`config.mk`:
```
export PLATFORM = sky130hd
export DESIGN_NAME = serial_cmd_receiver
export DESIGN_NICKNAME = d
export VERILOG_FILES = /design/src/rtl/serial_cmd_receiver.sv
export SDC_FILE = /design/constraint.sdc
export NUM_CORES = 1
export LEC_CHECK = 0
export CORE_AREA = 8 8 93 95
export CTS_CLUSTER_SIZE = 30
export DETAILED_ROUTE_END_ITERATION = 10
export DIE_AREA = 0 0 101 103
export SYNTH_ARGS = -nofsm -noshare
export SYNTH_HDL_FRONTEND = slang
export SYNTH_SLANG_ARGS = --single-unit
```
`constraint.sdc`:
```
create_clock -name sys_clk -period 2.4 [get_ports sys_clk]
set_input_delay 0.48 -clock sys_clk [delete_from_list [all_inputs] [get_ports sys_clk]]
set_output_delay 0.48 -clock sys_clk [all_outputs]
set_load 0.005 [all_outputs]
```
`src/rtl/serial_cmd_receiver.sv`:
```
// Deserializes the framed command bit stream, checks even parity and delivers words to the arbiter.
// A per-frame inactivity watchdog drives the arbiter's active-low timeout input.
module serial_cmd_receiver #(
    parameter int CACHE_WIDTH    = 16,
    parameter int TIMEOUT_CYCLES = 1000
) (
    input  logic                   sys_clk,
    input  logic                   porb,
    input  logic                   csb,
    input  logic                   bit_stb,
    input  logic                   sdi,
    output logic [CACHE_WIDTH-1:0] rx_data,
    output logic                   valid,
    output logic                   timeoutb,
    output logic                   parity_err,
    output logic                   frame_err,
    output logic                   busy
);

    // state    | meaning
    // IDLE     | waiting for csb low
    // SHIFT    | collecting data bits, MSB first
    // PARITY   | waiting for the parity bit
    // WAIT_END | word done, ignoring strobes until csb rises
    // TIMEOUT  | strobe inactivity expired, timeoutb held low until csb rises
    typedef enum logic [2:0] {
        IDLE,
        SHIFT,
        PARITY,
        WAIT_END,
        TIMEOUT
    } state_t;

    localparam int BW = $clog2(CACHE_WIDTH + 1);
    localparam int TW = $clog2(TIMEOUT_CYCLES);
    localparam logic [BW-1:0] BIT_LAST = BW'(CACHE_WIDTH - 1);
    localparam logic [TW-1:0] TMO_LAST = TW'(TIMEOUT_CYCLES - 1);

    state_t                 state;
    logic [CACHE_WIDTH-1:0] shreg;
    logic [BW-1:0]          bit_cnt;
    logic [TW-1:0]          tmo_cnt;

    always_ff @(posedge sys_clk or negedge porb) begin
        if (!porb) begin
            state      <= IDLE;
            shreg      <= '0;
            bit_cnt    <= '0;
            tmo_cnt    <= '0;
            rx_data    <= '0;
            valid      <= 1'b0;
            timeoutb   <= 1'b1;
            parity_err <= 1'b0;
            frame_err  <= 1'b0;
            busy       <= 1'b0;
        end else begin
            valid      <= 1'b0;
            parity_err <= 1'b0;
            frame_err  <= 1'b0;
            case (state)
                IDLE: begin
                    if (!csb) begin
                        state   <= SHIFT;
                        busy    <= 1'b1;
                        bit_cnt <= '0;
                        shreg   <= '0;
                        tmo_cnt <= '0;
                    end
                end
                SHIFT: begin
                    // csb has priority over a coincident strobe
                    if (csb) begin
                        state     <= IDLE;
                        busy      <= 1'b0;
                        frame_err <= 1'b1;
                    end else if (bit_stb) begin
                        shreg   <= {shreg[CACHE_WIDTH-2:0], sdi};
                        bit_cnt <= bit_cnt + BW'(1);
                        tmo_cnt <= '0;
                        if (bit_cnt == BIT_LAST) begin
                            state <= PARITY;
                        end
                    end else if (tmo_cnt == TMO_LAST) begin
                        state    <= TIMEOUT;
                        timeoutb <= 1'b0;
                    end else begin
                        tmo_cnt <= tmo_cnt + TW'(1);
                    end
                end
                PARITY: begin
                    if (csb) begin
                        state     <= IDLE;
                        busy      <= 1'b0;
                        frame_err <= 1'b1;
                    end else if (bit_stb) begin
                        state   <= WAIT_END;
                        tmo_cnt <= '0;
                        if (^{shreg, sdi}) begin
                            parity_err <= 1'b1;
                        end else begin
                            rx_data <= shreg;
                            valid   <= 1'b1;
                        end
                    end else if (tmo_cnt == TMO_LAST) begin
                        state    <= TIMEOUT;
                        timeoutb <= 1'b0;
                    end else begin
                        tmo_cnt <= tmo_cnt + TW'(1);
                    end
                end
                WAIT_END: begin
                    if (csb) begin
                        state <= IDLE;
                        busy  <= 1'b0;
                    end
                end
                TIMEOUT: begin
                    if (csb) begin
                        state    <= IDLE;
                        busy     <= 1'b0;
                        timeoutb <= 1'b1;
                    end
                end
                default: begin
                    state    <= IDLE;
                    busy     <= 1'b0;
                    timeoutb <= 1'b1;
                end
            endcase
        end
    end

endmodule

```
Word-level counts from Yosys, hierarchy flattened

Index checks and enable logic that the tools add are counted.

Word-level logic and storage cells: 86
Output and inout port bits: 21
Input bits: 5
Register bits: 55

Multiplexer cells: 40
Equality and inequality tests: 17
Bitwise operators: 3
Add/subtract/negate cells: 2
Reductions and logical operators: 14

Operator list:

| cell                                                                   | count |
|---|---|
| 16-bit 2-to-1 mux                                                      | 3 |
| 10-bit 2-to-1 mux                                                      | 4 |
| 16-bit one-hot mux with 2 select lines                                 | 1 |
| 3-bit 2-to-1 mux                                                       | 8 |
| 10-bit one-hot mux with 2 select lines                                 | 1 |
| 17-bit parity                                                          | 1 |
| 1-bit 2-to-1 mux                                                       | 16 |
| 5-bit 2-to-1 mux                                                       | 3 |
| 2-bit != test (second input constant)                                  | 6 |
| 3-bit one-hot mux with 4 select lines                                  | 1 |
| 4-bit AND reduction                                                    | 3 |
| 10-bit by 1-bit adder with 10-bit output (second input constant)       | 1 |
| 10-bit equality test (second input constant)                           | 1 |
| 5-bit one-hot mux with 2 select lines                                  | 1 |
| 3-bit by 2-bit equality test with 1-bit output (second input constant) | 2 |
| 2-bit by 1-bit != test with 1-bit output (second input constant)       | 3 |
| 2-bit OR reduction                                                     | 3 |
| 5-bit by 1-bit adder with 5-bit output (second input constant)         | 1 |
| 5-bit by 4-bit equality test with 1-bit output (second input constant) | 1 |
| 5-bit AND reduction                                                    | 1 |
| 4-bit != test (second input constant)                                  | 1 |
| 2-bit nonzero test                                                     | 2 |
| 4-bit OR reduction                                                     | 1 |
| 3-bit by 1-bit equality test with 1-bit output (second input constant) | 1 |
| other kinds (8)                                                        | 10 |

Depth between registers and ports, before layout

Gate-level depths: netlist of run 1.

Depth in word-level cells: 5
Mapped depth: 7
Depth with buffers taken out: 7

Worst setup path before layout of run 1

OpenSTA, ideal clock, no wires.

Kind: input -> register
Start: input port sdi
End: register rx_data[0]
Required time: 2.275 ns
Arrival time: 2.030 ns
Buffers on the path: 1
Cell stages on the path: 6
Path slack: 0.245 ns
Library setup time: 0.125 ns
Path through: xor2_1 > xnor2_1 > xnor3_2 > mux2i_4 > buf_12 > mux2_4

Word-level cells in the longest chain between the ends: 3

Ends and longest elaborated chain:

| element                       | line | source |
|---|---|---|
| start, declared               | 11   | `input logic sdi,` |
| 17-bit parity                 | 98   | `if (^{shreg, sdi}) begin` |
| 1-bit inverter (no line)      | -    |  |
| 4-bit AND reduction (no line) | -    |  |
| end signal, assigned          | 101  | `rx_data <= shreg;` |
| end, declared                 | 12   | `output logic [CACHE_WIDTH-1:0] rx_data,` |

Every way passes these cells.
A chain may end at the register's enable or synchronous reset.

Worst setup path in the final report of run 1

Start: input port sdi
End: register rx_data[15]

The elaborated chain is that of the path after synthesis.

==> flow_summary.json, run 1 <==
{
  "numCtsBuffers": 5,
  "path_clk_slew_ns": 0.11,
  "arrival_ns": 2.50,
  "grt_max_degree": 38,
  "drt_iter0_drc": 77,
  "cts-root-buf": "clkbuf_8",
  "outcome": "finished clean",
  "cp.required_ns": 2.61,
  "synth_top_area_cell": "dfrtp_1",
  "synthDominantCellAreaShare_pct": 51.0,
  "die_area_mm2": 0.0104,
  "cp-start-kind": "primary input",
  "core_area_mm2": 0.00714,
  "critPathKind": "primary input to flip-flop",
  "dp_hpwl_mm": 3.42,
  "grt_use_met1_pct": 13.2,
  "grt_use_met2_pct": 15.6,
  "worstMarginPinSlew_ns": 0.680,
  "async_flop_share_pct": 100,
  "die_w_um": 101,
  "antenna_left": 0,
  "antenna_found_initial": 0,
  "hold_class": "primary input to async pin",
  "synth-seq-area-share_pct": 52.0,
  "post_dp_cell_area_mm2": 0.00307,
  "syn_inst": 251,
  "ios": 26,
  "path_max_fanout": 14,
  "fin_area_mm2": 0.00316,
  "hold_buffers": 0,
  "grt_overflow_total": 0,
  "drt_wl_total_mm": 4.89,
  "grt_first_pass_wirelength_mm": 8.25,
  "fin_util_pct": 44.3,
  "yosysUniqueCellTypes": 44,
  "clock_latency_ns": 0.31,
  "clk_path_buf_depth": 2,
  "p_per_area_mw_per_mm2": 640,
  "vias": 1823,
  "drv_slew": 0,
  "area_growth_pct": 19.5,
  "synth_edf_count": 0,
  "synth.most_common_cell": "dfrtp_1",
  "final_cells": 384,
  "num_rows": 31,
  "avgSynthCellArea_um2": 10.6,
  "cts_sinks": 55,
  "drive_gt1_share_pct": 15.4,
  "cp-end-kind": "flip-flop",
  "antenna_cells": 0,
  "io_buffers": 25,
  "nets": 292,
  "cts_resized": 0,
  "post-place-cells": 376,
  "ys_seq_elements": 55,
  "setup_violations": 0,
  "skew_ns": 0.00818,
  "grt_use_total_pct": 9.83,
  "synthTopCellsByArea": "dfrtp_1, nand2_1, o21ai_0, mux2_4, mux2_2",
  "period_minus_slack_ns": 2.30,
  "routed_via_density": 4.75,
  "min_period_over_period_pct": 95.7,
  "synth_ff_type": "dfrtp_1",
  "grt-busiest-layer": "met2",
  "rsz0062_at_grt": "false",
  "drc": 0,
  "cts_setup_buffers": 0,
  "met3_usage_pct": 2.50,
  "routedWlPerCell_um": 12.7,
  "vdd_drop_max_mv": 0.393,
  "grt_pass1_vias": 1762,
  "maxCapViolations": 0,
  "die_height_um": 103,
  "syn_area_mm2": 0.00265,
  "finalHoldViolCount": 0,
  "synth_top_cells_by_count": "dfrtp_1, nand2_1, o21ai_0, nor2_1, xnor2_1",
  "power.leakage_nw": 1.42,
  "place_congestion": 0.836,
  "yosysWarningCount": 0,
  "cts_tree": "done",
  "layout_setup_ws_ns": 0.103,
  "timing.slew.headroom_pct": 54.6,
  "h-tree-depth": 2,
  "place_worst_setup_slack_ns": -0.219,
  "drtPass1Iterations": 4,
  "start_util_pct": 37.1,
  "syn_nets": 259,
  "max_freq_ghz": 0.435
}
[sequential cells by signal (all words and copies together), names as in the netlist]
signal and count:
parity_err 1, shreg 16, tmo_cnt 10, rx_data 16, valid 1, state 3
busy 1, frame_err 1, bit_cnt 5, timeoutb 1
[metal layers]
layer	vias to the layer above	part of all wire [%]
li1	936	-
met1	855	50
met2	28	45
met3	4	4.6
met4	0	0.78
met5	-	0
[cells by family (layout without fill, tap and decap cells)]
family / count (synthesis) / after routing / synth area share (%)
AOI/OAI and AO/OA: 58 / 58 / 12.9
xor gates and xnor gates: 17 / 17 / 6.99
adders and majority gates: 3 / 3 / 1.42
buffers and inverters: 16 / 50 / 2.93
DFF: 55 / 55 / 52.0
muxes: 18 / 18 / 9.35
and+or+nand+nor: 84 / 84 / 14.4
[where the power goes]
part,switching [W],leakage [nW],internal (W)
logic,0.000225,0.622,0.000215
registers,0.0000562,0.754,0.000990
clock network,0.000326,0.0452,0.000214
total,0.000607,1.42,0.00142
[layout make-up]
| class | instances | area, um2 |
|---|---|---|
| Fill cell | 701 | 3970 |
| Multi-Input combinational cell | 180 | 1190 |
| Inverter | 6 | 22.5 |
| Clock buffer | 5 | 68.8 |
| Tap cell | 99 | 124 |
| Timing Repair Buffer | 36 | 353 |
| Sequential cell | 55 | 1380 |
| Clock inverter | 3 | 25.0 |
[layout by cell type (no fill, tap or decap), types with 3 or more instances in the layout]
cell type,count
dfrtp_1,54
xnor2_1,10
clkbuf_8,5
o21ai_0,33
mux2_2,8
nand3_1,3
buf_4,9
nor2_1,10
mux2_4,9
nand2b_1,4
and3_1,4
xor2_1,4
o31ai_1,4
inv_1,6
and2_1,3
nand2_1,49
clkdlybuf4s50_1,24
ha_1,3
a21oi_1,7
[worst max-delay path, stage by stage]
cell             delay, ns
clkdlybuf4s50_1       0.49
xor2_1                0.18
xnor2_1               0.14
xnor3_2               0.48
mux2i_4               0.22
buf_12                0.18
mux2_2                0.33
[metrics by stage]
stage          total power (W)  setup TNS [ns]  hold slack, ns
2_1_floorplan          0.00134               0           0.184
3_3_place_gp           0.00151           -3.10           0.465
3_5_place_dp           0.00151           -3.12           0.472
4_1_cts                0.00206               0           0.213
5_1_grt                0.00215               0           0.238
6_report               0.00203               0           0.191
[path summary, 6_finish.rpt]
kind                                           end  slack, ns                    from  depth (start not counted)
min in group sys_clk        bit_cnt[4]$_DFFE_PN0P_       0.49  bit_cnt[4]$_DFFE_PN0P_                          2
max in group asynchronous     timeoutb$_DFFE_PN1P_       1.56                    porb                          2
setup reg to reg           rx_data[15]$_DFFE_PN0P_       0.30    shreg[5]$_DFFE_PN0P_                          6
hold / removal                     valid$_DFF_PN0_       0.19                    porb                          1
hold reg to reg             bit_cnt[4]$_DFFE_PN0P_       0.49  bit_cnt[4]$_DFFE_PN0P_                          2
setup / recovery           rx_data[15]$_DFFE_PN0P_       0.10                     sdi                          7
(Power assumes the default switching activity.)
==> run 2, diff against run 1 <==
--- a/config.mk
+++ b/config.mk
@@ -6,6 +6,7 @@
 export NUM_CORES = 1
 export LEC_CHECK = 0
 export CORE_AREA = 8 8 93 95
+export CTS_BUF_LIST = sky130_fd_sc_hd__clkbuf_4 sky130_fd_sc_hd__clkbuf_8
 export CTS_CLUSTER_SIZE = 30
 export DETAILED_ROUTE_END_ITERATION = 10
 export DIE_AREA = 0 0 101 103
==> results of run 2 <==
No change in the layout: final DEF, timing and power equal those of run 1.
